$ cat config.mk
export PLATFORM = sky130hd
export DESIGN_NAME = fma_seq
export DESIGN_NICKNAME = d
export VERILOG_FILES = /design/src/rtl/fma_seq_pkg.sv /design/src/rtl/fma_seq_stage.sv /design/src/rtl/fma_seq.sv
export SDC_FILE = /design/constraint.sdc
export NUM_CORES = 1
export LEC_CHECK = 0
export ABC_AREA = 1
export BUFFER_PORTS_ARGS = -buffer_cell sky130_fd_sc_hd__buf_4
export CORE_MARGIN = 2
export CORE_UTILIZATION = 44
export DETAILED_ROUTE_END_ITERATION = 10
export PLACE_DENSITY_LB_ADDON = 0.25
export REMOVE_ABC_BUFFERS = 1
export SYNTH_ARGS = -nofsm -noshare
export SYNTH_HDL_FRONTEND = slang
export SYNTH_SLANG_ARGS = --single-unit
$ cat constraint.sdc
create_clock -name clk -period 1.7 [get_ports clk]
set_clock_uncertainty 0.2 [all_clocks]
set_input_delay 0.085 -clock clk [delete_from_list [all_inputs] [get_ports clk]]
set_output_delay 0.085 -clock clk [all_outputs]
set_load 0.01 [all_outputs]
$ cat src/rtl/fma_seq_pkg.sv
// Shared encodings for the FMA issue sequencer: op codes, rounding modes
// and the rounding-mode legality check.
package fma_seq_pkg;

  typedef enum logic [1:0] {
    FMADD  = 2'b00,
    FMSUB  = 2'b01,
    FNMSUB = 2'b10,
    FNMADD = 2'b11
  } op_e;

  localparam logic [2:0] RNE = 3'b000;
  localparam logic [2:0] RTZ = 3'b001;
  localparam logic [2:0] RDN = 3'b010;
  localparam logic [2:0] RUP = 3'b011;
  localparam logic [2:0] RMM = 3'b100;
  localparam logic [2:0] DYN = 3'b111;

  // Only the five IEEE modes are legal once the dynamic mode is resolved.
  function automatic logic frm_legal(input logic [2:0] frm);
    return (frm <= RMM);
  endfunction

endpackage

$ cat src/rtl/fma_seq_stage.sv
// One pipeline slot of the FMA sequencer: valid, tag, rounding mode and
// illegal-mode flag, with load, drain and flush-clear.
module fma_seq_stage #(
  parameter int TAG_W = 5
) (
  input  logic             clk,
  input  logic             reset_n,
  input  logic             clr,
  input  logic             load,
  input  logic             drain,
  input  logic [TAG_W-1:0] d_tag,
  input  logic [2:0]       d_frm,
  input  logic             d_illegal,
  output logic             valid,
  output logic [TAG_W-1:0] tag,
  output logic [2:0]       frm,
  output logic             illegal
);

  // Flush beats everything; a load replaces contents, a drain leaves a bubble.
  always_ff @(posedge clk or negedge reset_n) begin
    if (!reset_n) begin
      valid   <= 1'b0;
      tag     <= '0;
      frm     <= 3'b000;
      illegal <= 1'b0;
    end else if (clr) begin
      valid <= 1'b0;
    end else if (load) begin
      valid   <= 1'b1;
      tag     <= d_tag;
      frm     <= d_frm;
      illegal <= d_illegal;
    end else if (drain) begin
      valid <= 1'b0;
    end
  end

endmodule

$ cat src/rtl/fma_seq.sv
// In-order issue/pipeline sequencer for the pipelined FMA datapath.
// Optional performance counters are built when FMA_SEQ_PERF_EN is defined.
module fma_seq
  import fma_seq_pkg::*;
#(
  parameter int TAG_W  = 5,
  parameter int STAGES = 3
) (
  input  logic              clk,
  input  logic              reset_n,
  input  logic              req_valid,
  output logic              req_ready,
  input  logic [1:0]        req_op,
  input  logic [2:0]        req_frm,
  input  logic [TAG_W-1:0]  req_tag,
  input  logic [2:0]        csr_frm,
  input  logic              flush,
  output logic [STAGES-1:0] stg_en,
  output logic              neg_prod,
  output logic              neg_add,
  output logic              rm_neg,
  output logic [2:0]        frm_out,
  output logic              rsp_valid,
  input  logic              rsp_ready,
  output logic [TAG_W-1:0]  rsp_tag,
  output logic              rsp_illegal,
  output logic              busy,
  output logic [31:0]       perf_issue,
  output logic [31:0]       perf_stall
);

  logic [STAGES-1:0] v_s;
  logic [STAGES-1:0] adv_s;
  logic [STAGES-1:0] load_s;
  logic [TAG_W-1:0]  tag_s     [STAGES];
  logic [2:0]        frm_s     [STAGES];
  logic              ill_s     [STAGES];
  logic [TAG_W-1:0]  d_tag_s   [STAGES];
  logic [2:0]        d_frm_s   [STAGES];
  logic              d_ill_s   [STAGES];
  logic              accept_s;
  logic [2:0]        eff_frm_s;
  op_e               op_s;

  assign op_s      = op_e'(req_op);
  assign eff_frm_s = (req_frm == DYN) ? csr_frm : req_frm;

  // Advance chain runs from the output back to stage 0 so bubbles compress.
  always_comb begin
    logic [STAGES-1:0] a;
    a = '0;
    a[STAGES-1] = v_s[STAGES-1] & rsp_ready;
    for (int i = STAGES - 2; i >= 0; i--) begin
      a[i] = v_s[i] & (~v_s[i+1] | a[i+1]);
    end
    adv_s = a;
  end

  // Ready is gated by reset_n so the port reads 0 while reset is held.
  assign req_ready = reset_n & ~flush & (~v_s[0] | adv_s[0]);
  assign accept_s  = req_valid & req_ready;
  assign load_s    = {adv_s[STAGES-2:0], accept_s};
  assign stg_en    = load_s & {STAGES{~flush}};

  assign neg_prod = accept_s & ((op_s == FNMSUB) | (op_s == FNMADD));
  assign neg_add  = accept_s & ((op_s == FMSUB)  | (op_s == FNMADD));

  for (genvar g = 0; g < STAGES; g++) begin : g_stage
    if (g == 0) begin : g_head
      assign d_tag_s[g] = req_tag;
      assign d_frm_s[g] = eff_frm_s;
      assign d_ill_s[g] = ~frm_legal(eff_frm_s);
    end else begin : g_body
      assign d_tag_s[g] = tag_s[g-1];
      assign d_frm_s[g] = frm_s[g-1];
      assign d_ill_s[g] = ill_s[g-1];
    end

    fma_seq_stage #(.TAG_W(TAG_W)) u_stage (
      .clk       (clk),
      .reset_n   (reset_n),
      .clr       (flush),
      .load      (load_s[g]),
      .drain     (adv_s[g]),
      .d_tag     (d_tag_s[g]),
      .d_frm     (d_frm_s[g]),
      .d_illegal (d_ill_s[g]),
      .valid     (v_s[g]),
      .tag       (tag_s[g]),
      .frm       (frm_s[g]),
      .illegal   (ill_s[g])
    );
  end

  assign rsp_valid   = v_s[STAGES-1] & ~flush;
  assign rsp_tag     = tag_s[STAGES-1];
  assign rsp_illegal = ill_s[STAGES-1];
  assign frm_out     = frm_s[STAGES-1];
  assign rm_neg      = (frm_s[STAGES-1] == RDN);
  assign busy        = |v_s;

`ifdef FMA_SEQ_PERF_EN
  logic [31:0] issue_cnt_r;
  logic [31:0] stall_cnt_r;

  // Counters survive flush; only reset clears them.
  always_ff @(posedge clk or negedge reset_n) begin
    if (!reset_n) begin
      issue_cnt_r <= 32'd0;
      stall_cnt_r <= 32'd0;
    end else begin
      if (accept_s) begin
        issue_cnt_r <= issue_cnt_r + 32'd1;
      end
      if (v_s[STAGES-1] & ~rsp_ready & ~flush) begin
        stall_cnt_r <= stall_cnt_r + 32'd1;
      end
    end
  end

  assign perf_issue = issue_cnt_r;
  assign perf_stall = stall_cnt_r;
`else
  assign perf_issue = 32'd0;
  assign perf_stall = 32'd0;
`endif

endmodule

After elaboration in Yosys (flattened, before gate mapping)
Index checks and enable logic that the tools add are counted.
{"block": "totals", "regBits": 30, "input_bits": 18, "output_inout_bits": 82, "wordCells": 55}
{"block": "classes", "magnitude_cmp": 1, "n_eq_ne": 5, "n_mux": 10, "n_bitwise": 20, "reduce_logical": 7}
{"operator": "bitwise AND 1 bit", "count": 9}
{"operator": "two-way mux 1 bit", "count": 9}
{"operator": "nonzero test 3 bit", "count": 3}
{"operator": "AND reduction 2 bit", "count": 3}
{"operator": "NOT 1 bit", "count": 5}
{"operator": "OR 1 bit", "count": 5}
{"operator": "equality test 2 bit, second input constant", "count": 2}
{"operator": "bitwise AND 3 bit", "count": 1}
{"operator": "equality test 3 x 2 -> 1 bit, second input constant", "count": 1}
{"operator": "equality test 3 bit, second input constant", "count": 1}
{"operator": "less-or-equal comparator 3 bit, second input constant", "count": 1}
{"operator": "two-way mux 3 bit", "count": 1}
{"operator": "OR reduction 3 bit", "count": 1}
{"operator": "equality test 2 x 1 -> 1 bit, second input constant", "count": 1}

Longest topological paths before layout
{"block": "depth", "depth_word": 10, "ltp_mapped": 8, "ltp_nobuf": 7}

By module
From an unflattened synthesis, not the netlist that was laid out.
{"block": "unflattened", "cells_unflattened": 234, "hier_area_um2": 1925.6}
{"mod": "fma_seq_stage", "instances": 3, "cells_each": 43, "area_per_inst_um2": 421.7, "seq_area_each_um2": 250.2}
{"mod": "fma_seq", "instances": 1, "cells_each": 105, "area_per_inst_um2": 660.6, "seq_area_each_um2": 0.0}

Least setup slack after synthesis
OpenSTA, ideal clock, no wires.
{"block": "synth_path", "path_type": "reg-to-output", "from": "register g_stage[1].u_stage.valid", "to": "output port neg_add", "arrival_time_ps": 965, "required_ps": 1415, "slack_ps": 450, "stages_incl_launch_ff": 5, "n_path_buf": 1, "path_cell_list": "dfrtp_1 nand4_1 nand3_4 buf_6 nor2_1"}
{"block": "synth_via", "elab_chain_len": 7, "word_cells_on_any_way": 8, "classes_between": "8 x bitwise"}
{"item": "from (decl)", "line": "fma_seq_stage.sv:14", "source": "output logic valid,"}
{"item": "from (signal assigned)", "line": "fma_seq_stage.sv:23", "source": "valid <= 1'b0;"}
{"item": "from (signal assigned)", "line": "fma_seq_stage.sv:28", "source": "valid <= 1'b0;"}
{"item": "from (signal assigned)", "line": "fma_seq_stage.sv:30", "source": "valid <= 1'b1;"}
{"item": "bitwise AND 1 bit or NOT 1 bit (tied branches)", "line": "fma_seq.sv:54", "source": "a[i] = v_s[i] & (~v_s[i+1] | a[i+1]);"}
{"item": "OR 1 bit (*)", "line": "fma_seq.sv:54"}
{"item": "bitwise AND 1 bit (*)", "line": "fma_seq.sv:54"}
{"item": "OR 1 bit (*)", "line": "fma_seq.sv:60", "source": "assign req_ready = reset_n & ~flush & (~v_s[0] | adv_s[0]);"}
{"item": "bitwise AND 1 bit (*)", "line": "fma_seq.sv:60"}
{"item": "bitwise AND 1 bit (*)", "line": "fma_seq.sv:61", "source": "assign accept_s = req_valid & req_ready;"}
{"item": "bitwise AND 1 bit (*)", "line": "fma_seq.sv:66", "source": "assign neg_add = accept_s & ((op_s == FMSUB) | (op_s == FNMADD));"}
{"item": "to (decl)", "line": "fma_seq.sv:20", "source": "output logic neg_add,"}
Mark *: on every way between the ends. The rest lies on a longest branch, timed or not.

Final worst setup path
{"block": "layout_path", "from": "input port flush", "to": "output port stg_en[2]"}
{"block": "layout_via", "elab_chain_len": 2}
{"item": "from (decl)", "line": "fma_seq.sv:17", "source": "input logic flush,"}
{"item": "NOT 1 bit (no line)"}
{"item": "bitwise AND 3 bit", "line": "fma_seq.sv:63", "source": "assign stg_en = load_s & {STAGES{~flush}};"}
{"item": "to (decl)", "line": "fma_seq.sv:18", "source": "output logic [STAGES-1:0] stg_en,"}
No other way between the ends.

==> flow_results.org <==
** Outcome
- The run finished with clean final reports.

** Critical path
- Worst path slowest cell :: sky130_fd_sc_hd__dlygate4sd3_1
- Most common cell type on the critical path :: sky130_fd_sc_hd__buf_4
- STA classifies the critical path startpoint as a primary input.
- Along the worst path, the maximum fanout reaches 15.
- Cell breakdown of the critical path :: dlygate4sd3_1, buf_4, nor2_2, nand2_4, inv_1, buf_4
- Classification of the worst setup path :: in -> out
- STA classifies the critical path endpoint as a primary output.
- For this run, the slowest stage of the critical path takes roughly 0.53 ns.
- Arrival time at the worst endpoint :: about 1.3 ns
- Data on the critical path is required at its endpoint by 1.41 ns.

** Power
- Per report_power, the combinational group accounts for 23.3% of the total.
- The analysis attributes to net switching a power of 0.582 mW.
- Share of total power consumed by net switching :: 29.6%
- Power share of the clock group :: roughly 30%
- The internal power of the cells totals 1.38 mW.
- Sequential cells burn between 40% and 50% of the power.
- Peak VDD IR :: 0.346 mV
- Power spread over the standard cell area amounts to 929 nW/um^2.
- In this run the static leakage power is around 1.2 nW.

** Drt
- Vias after detailed routing :: between 1,000 and 1,500
- The routed design has about 2800 um of wire.
- The first TritonRoute pass finished after 4 iterations.
- Detailed-route vias per instance :: just under 4
- Dividing the detail-routed wire length by the instance count gives around 8.9 um.
- The detail route stage leaves a number of antenna-violating nets equal to 0.
- Starting DRC count in detailed routing :: 51
- For this run, design rule violations remaining after detail routing come to 0.

** Synthesis
- Synth warn :: 0
- A synthesized cell averages roughly 8.5 sq um.
- The netlist uses 22 different library cells.
- Sequential elements use 41.9% of the synthesized area.
- Synthesis produced a netlist whose cell count is between 200 and 250.
- Library cell occupying the most area in the post-synthesis netlist :: sky130_fd_sc_hd__dfrtp_1
- Sorting the synthesized cells by area gives the leading types as sky130_fd_sc_hd__dfrtp_1 (42%), sky130_fd_sc_hd__buf_4 (27%), sky130_fd_sc_hd__nand2_1 (13%).
- Counting flops and latches in the post-synthesis netlist gives 30.
- The share of synthesized area in the top cell type comes to roughly two fifths.
- The mapped netlist covers approximately 1800 sq um.

** Cells and area
- Commonest cells after routing, fill and taps aside :: sky130_fd_sc_hd__conb_1 (64), sky130_fd_sc_hd__nand2_1 (62), sky130_fd_sc_hd__buf_4 (38)
- For this run, the post-layout net count is between 200 and 300.
- Fraction of layout cells with a size suffix above 1 :: between 20% and 30%
- The repair_antennas step left the layout with diodes totalling 0.
- From synthesis to final layout, the design area changed by 18.1%.
- Area used by multi-input combinational logic :: 698 sq um
- Leaving out fill and tap cells, the most frequent cell in the layout is sky130_fd_sc_hd__conb_1.
- Filler Cell Count :: just under 400
- Seq. cell area :: around 750 sq um

** Flow run
- Max-cap violations in this run came to 0.

** GRT
- After global routing, the most crowded layer is met2.
- The first global-routing pass estimated roughly 4500 um of wire.
- Global routing used about 15% of the available met1 tracks.
- The initial antenna violation count came to 0.
- Remaining Overflow, GRT :: 0
- The number of global-route vias before repair was 1,059.
- Met3 track demand over resource in global routing :: under 10%
- In the global route stage, met2 resource usage came out at 23.5%.
- Maximum number of pins on one net before global-route repair :: 31
- Total global-route track usage :: between 10 and 15%

** STA
- After layout, the worst path uses between 90% and 100% of the clock period.
- Timing would allow up to 0.619 GHz.
- Unrepaired setup endpoints after global routing :: false
- Setup violations remaining at the end of the flow were counted as 0.
- The final number of hold-violating endpoints was 0.
- Max-slew violation count :: 0
- The clock period could shrink to roughly 1.6 ns.
- Hold Slack :: between 0.01 and 0.015 ns
- Summed over all failing endpoints, the final setup total negative slack is 0 ns.

** Clock network
- In this run the deepest clock path goes through 2 buffers.
- For the worst-skew pair, the clock arrives at the later sink with an insertion delay of around 0.28 ns.
- Clock Sinks :: 30
- TritonCTS built the clock tree.
- Clock tree synthesis inserted a total of 5 buffers.
- The clock tree synthesis step divided the H-tree into 2 levels.
- Library cell used as clock root buffer :: sky130_fd_sc_hd__clkbuf_8
- Clock-pin slew was measured on the worst setup and hold paths at about 0.060 ns.

** Floorplanning
- Row count :: 23
- For this configuration, the core starts out at a cell density of 45.1%.
- The floorplan step defined a die boundary enclosing about 4600 sq um.
- From left edge to right edge, the die measures roughly 68 um.
- Count of boundary I/O pins :: 100
- Height of the die :: 67.8 um
- The total area inside the core boundary comes to 3970 sq um.

** Hold path
- The min-delay analysis places its worst path in the category in -> reg.

** Place
- Summed over all nets, the half-perimeter wirelength after detailed placement is between 2000 and 2500 um.
- Buffers on Ports :: 35
- At the end of routability-driven placement, the weighted congestion stood at between 0.7 and 0.8.
## power by group through the flow
stage                     Sequential (mW)  Combinational [mW]  Clock, mW
after floorplan                     0.945               0.227          0
final                               0.921               0.458      0.587
after global placement              0.935               0.421          0
after CTS                           0.923               0.459      0.601
after detailed placement            0.936               0.429          0
after global routing                0.939               0.528      0.639
## worst max-delay path, delay by kind of cell
family                 cells  cell delay (ns)
buffers and inverters      4             0.98
AND/OR/NAND/NOR            2             0.27
## cells by family after synthesis
| logic type | Yosys count | synth area share, % |
|---|---|---|
| simple gates | 77 | 18.7 |
| compound gates | 17 | 6.15 |
| other cells | 1 | 0.209 |
| buf+inv | 86 | 33.0 |
| flops | 30 | 41.9 |
## path summary, 6_finish.rpt
check / end / slack, ns / depth (start not counted) / startpoint
min: g_stage[0].u_stage.tag[2] / 0.01 / 5 / req_valid
max in group asynchronous: g_stage[1].u_stage.illegal / 0.86 / 3 / reset_n
min reg2reg: g_stage[1].u_stage.tag[0] / 0.27 / 2 / g_stage[0].u_stage.tag[0]
max: stg_en[2] / 0.08 / 6 / flush
min in group asynchronous: g_stage[0].u_stage.frm[2] / 0.16 / 3 / reset_n
max reg2reg: g_stage[1].u_stage.valid / 0.15 / 5 / g_stage[2].u_stage.valid
## layer usage
metal	vias up	wire, um
met5	-	0
met4	0	57
met3	5	278
met2	73	1400
met1	540	1090
li1	623	-
## through the flow
stage	util, %	setup slack (ns)	cells	area (sq um)	power, mW
finish	53.3	0.0839	318	2120	1.97
global route	53.3	0.00253	318	2120	2.11
CTS	53.0	0.0124	318	2100	1.98
detailed placement	46.4	0.293	293	1840	1.37
global placement	46.4	0.366	293	1840	1.36
floorplan	-	0.468	207	1510	1.17
## flip-flops by register name, indices dropped and copies added (netlist names)
signal,cells
g_stage.u_stage.frm,9
g_stage.u_stage.valid,3
g_stage.u_stage.illegal,3
g_stage.u_stage.tag,15
## cell type report
type / count / area share [%]
Inverter: 19 / 3.49
Multi-Input combinational cell: 158 / 33.0
Tap cell: 50 / 2.96
Clock buffer: 6 / 3.90
Timing Repair Buffer: 53 / 20.6
Clock inverter: 2 / 0.591
Sequential cell: 30 / 35.5
## repair_timing
| action | in CTS | in global routing |
|---|---|---|
| hold buffers | 15 | 1 |
| gates resized for setup | 0 | 4 |
| pin swaps | 1 | 1 |
| cloned | 0 | 0 |
| endpoints found under the setup margin | 1 | 4 |
| hold endpoints to repair | 42 | 1 |
| setup buffers | 2 | 0 |
## synth_stat cells
cell and n:
sky130_fd_sc_hd__o21ai_0 8, sky130_fd_sc_hd__inv_1 16, sky130_fd_sc_hd__buf_4 64, sky130_fd_sc_hd__nand3_1 3, sky130_fd_sc_hd__inv_4 1, sky130_fd_sc_hd__nor2_2 2
sky130_fd_sc_hd__o21ai_2 6, sky130_fd_sc_hd__buf_6 2, sky130_fd_sc_hd__buf_8 1, sky130_fd_sc_hd__nand4_1 1, sky130_fd_sc_hd__o21a_1 1, sky130_fd_sc_hd__nand2_2 1
sky130_fd_sc_hd__nor3b_1 1, sky130_fd_sc_hd__nand3_4 1, sky130_fd_sc_hd__nor2_1 4, sky130_fd_sc_hd__dfrtp_1 30, sky130_fd_sc_hd__conb_1 1, sky130_fd_sc_hd__nand2_4 1
sky130_fd_sc_hd__a21oi_1 2, sky130_fd_sc_hd__nand2_1 62, sky130_fd_sc_hd__inv_2 2, sky130_fd_sc_hd__nor2_4 1
Power figures use the tool's default switching activity.
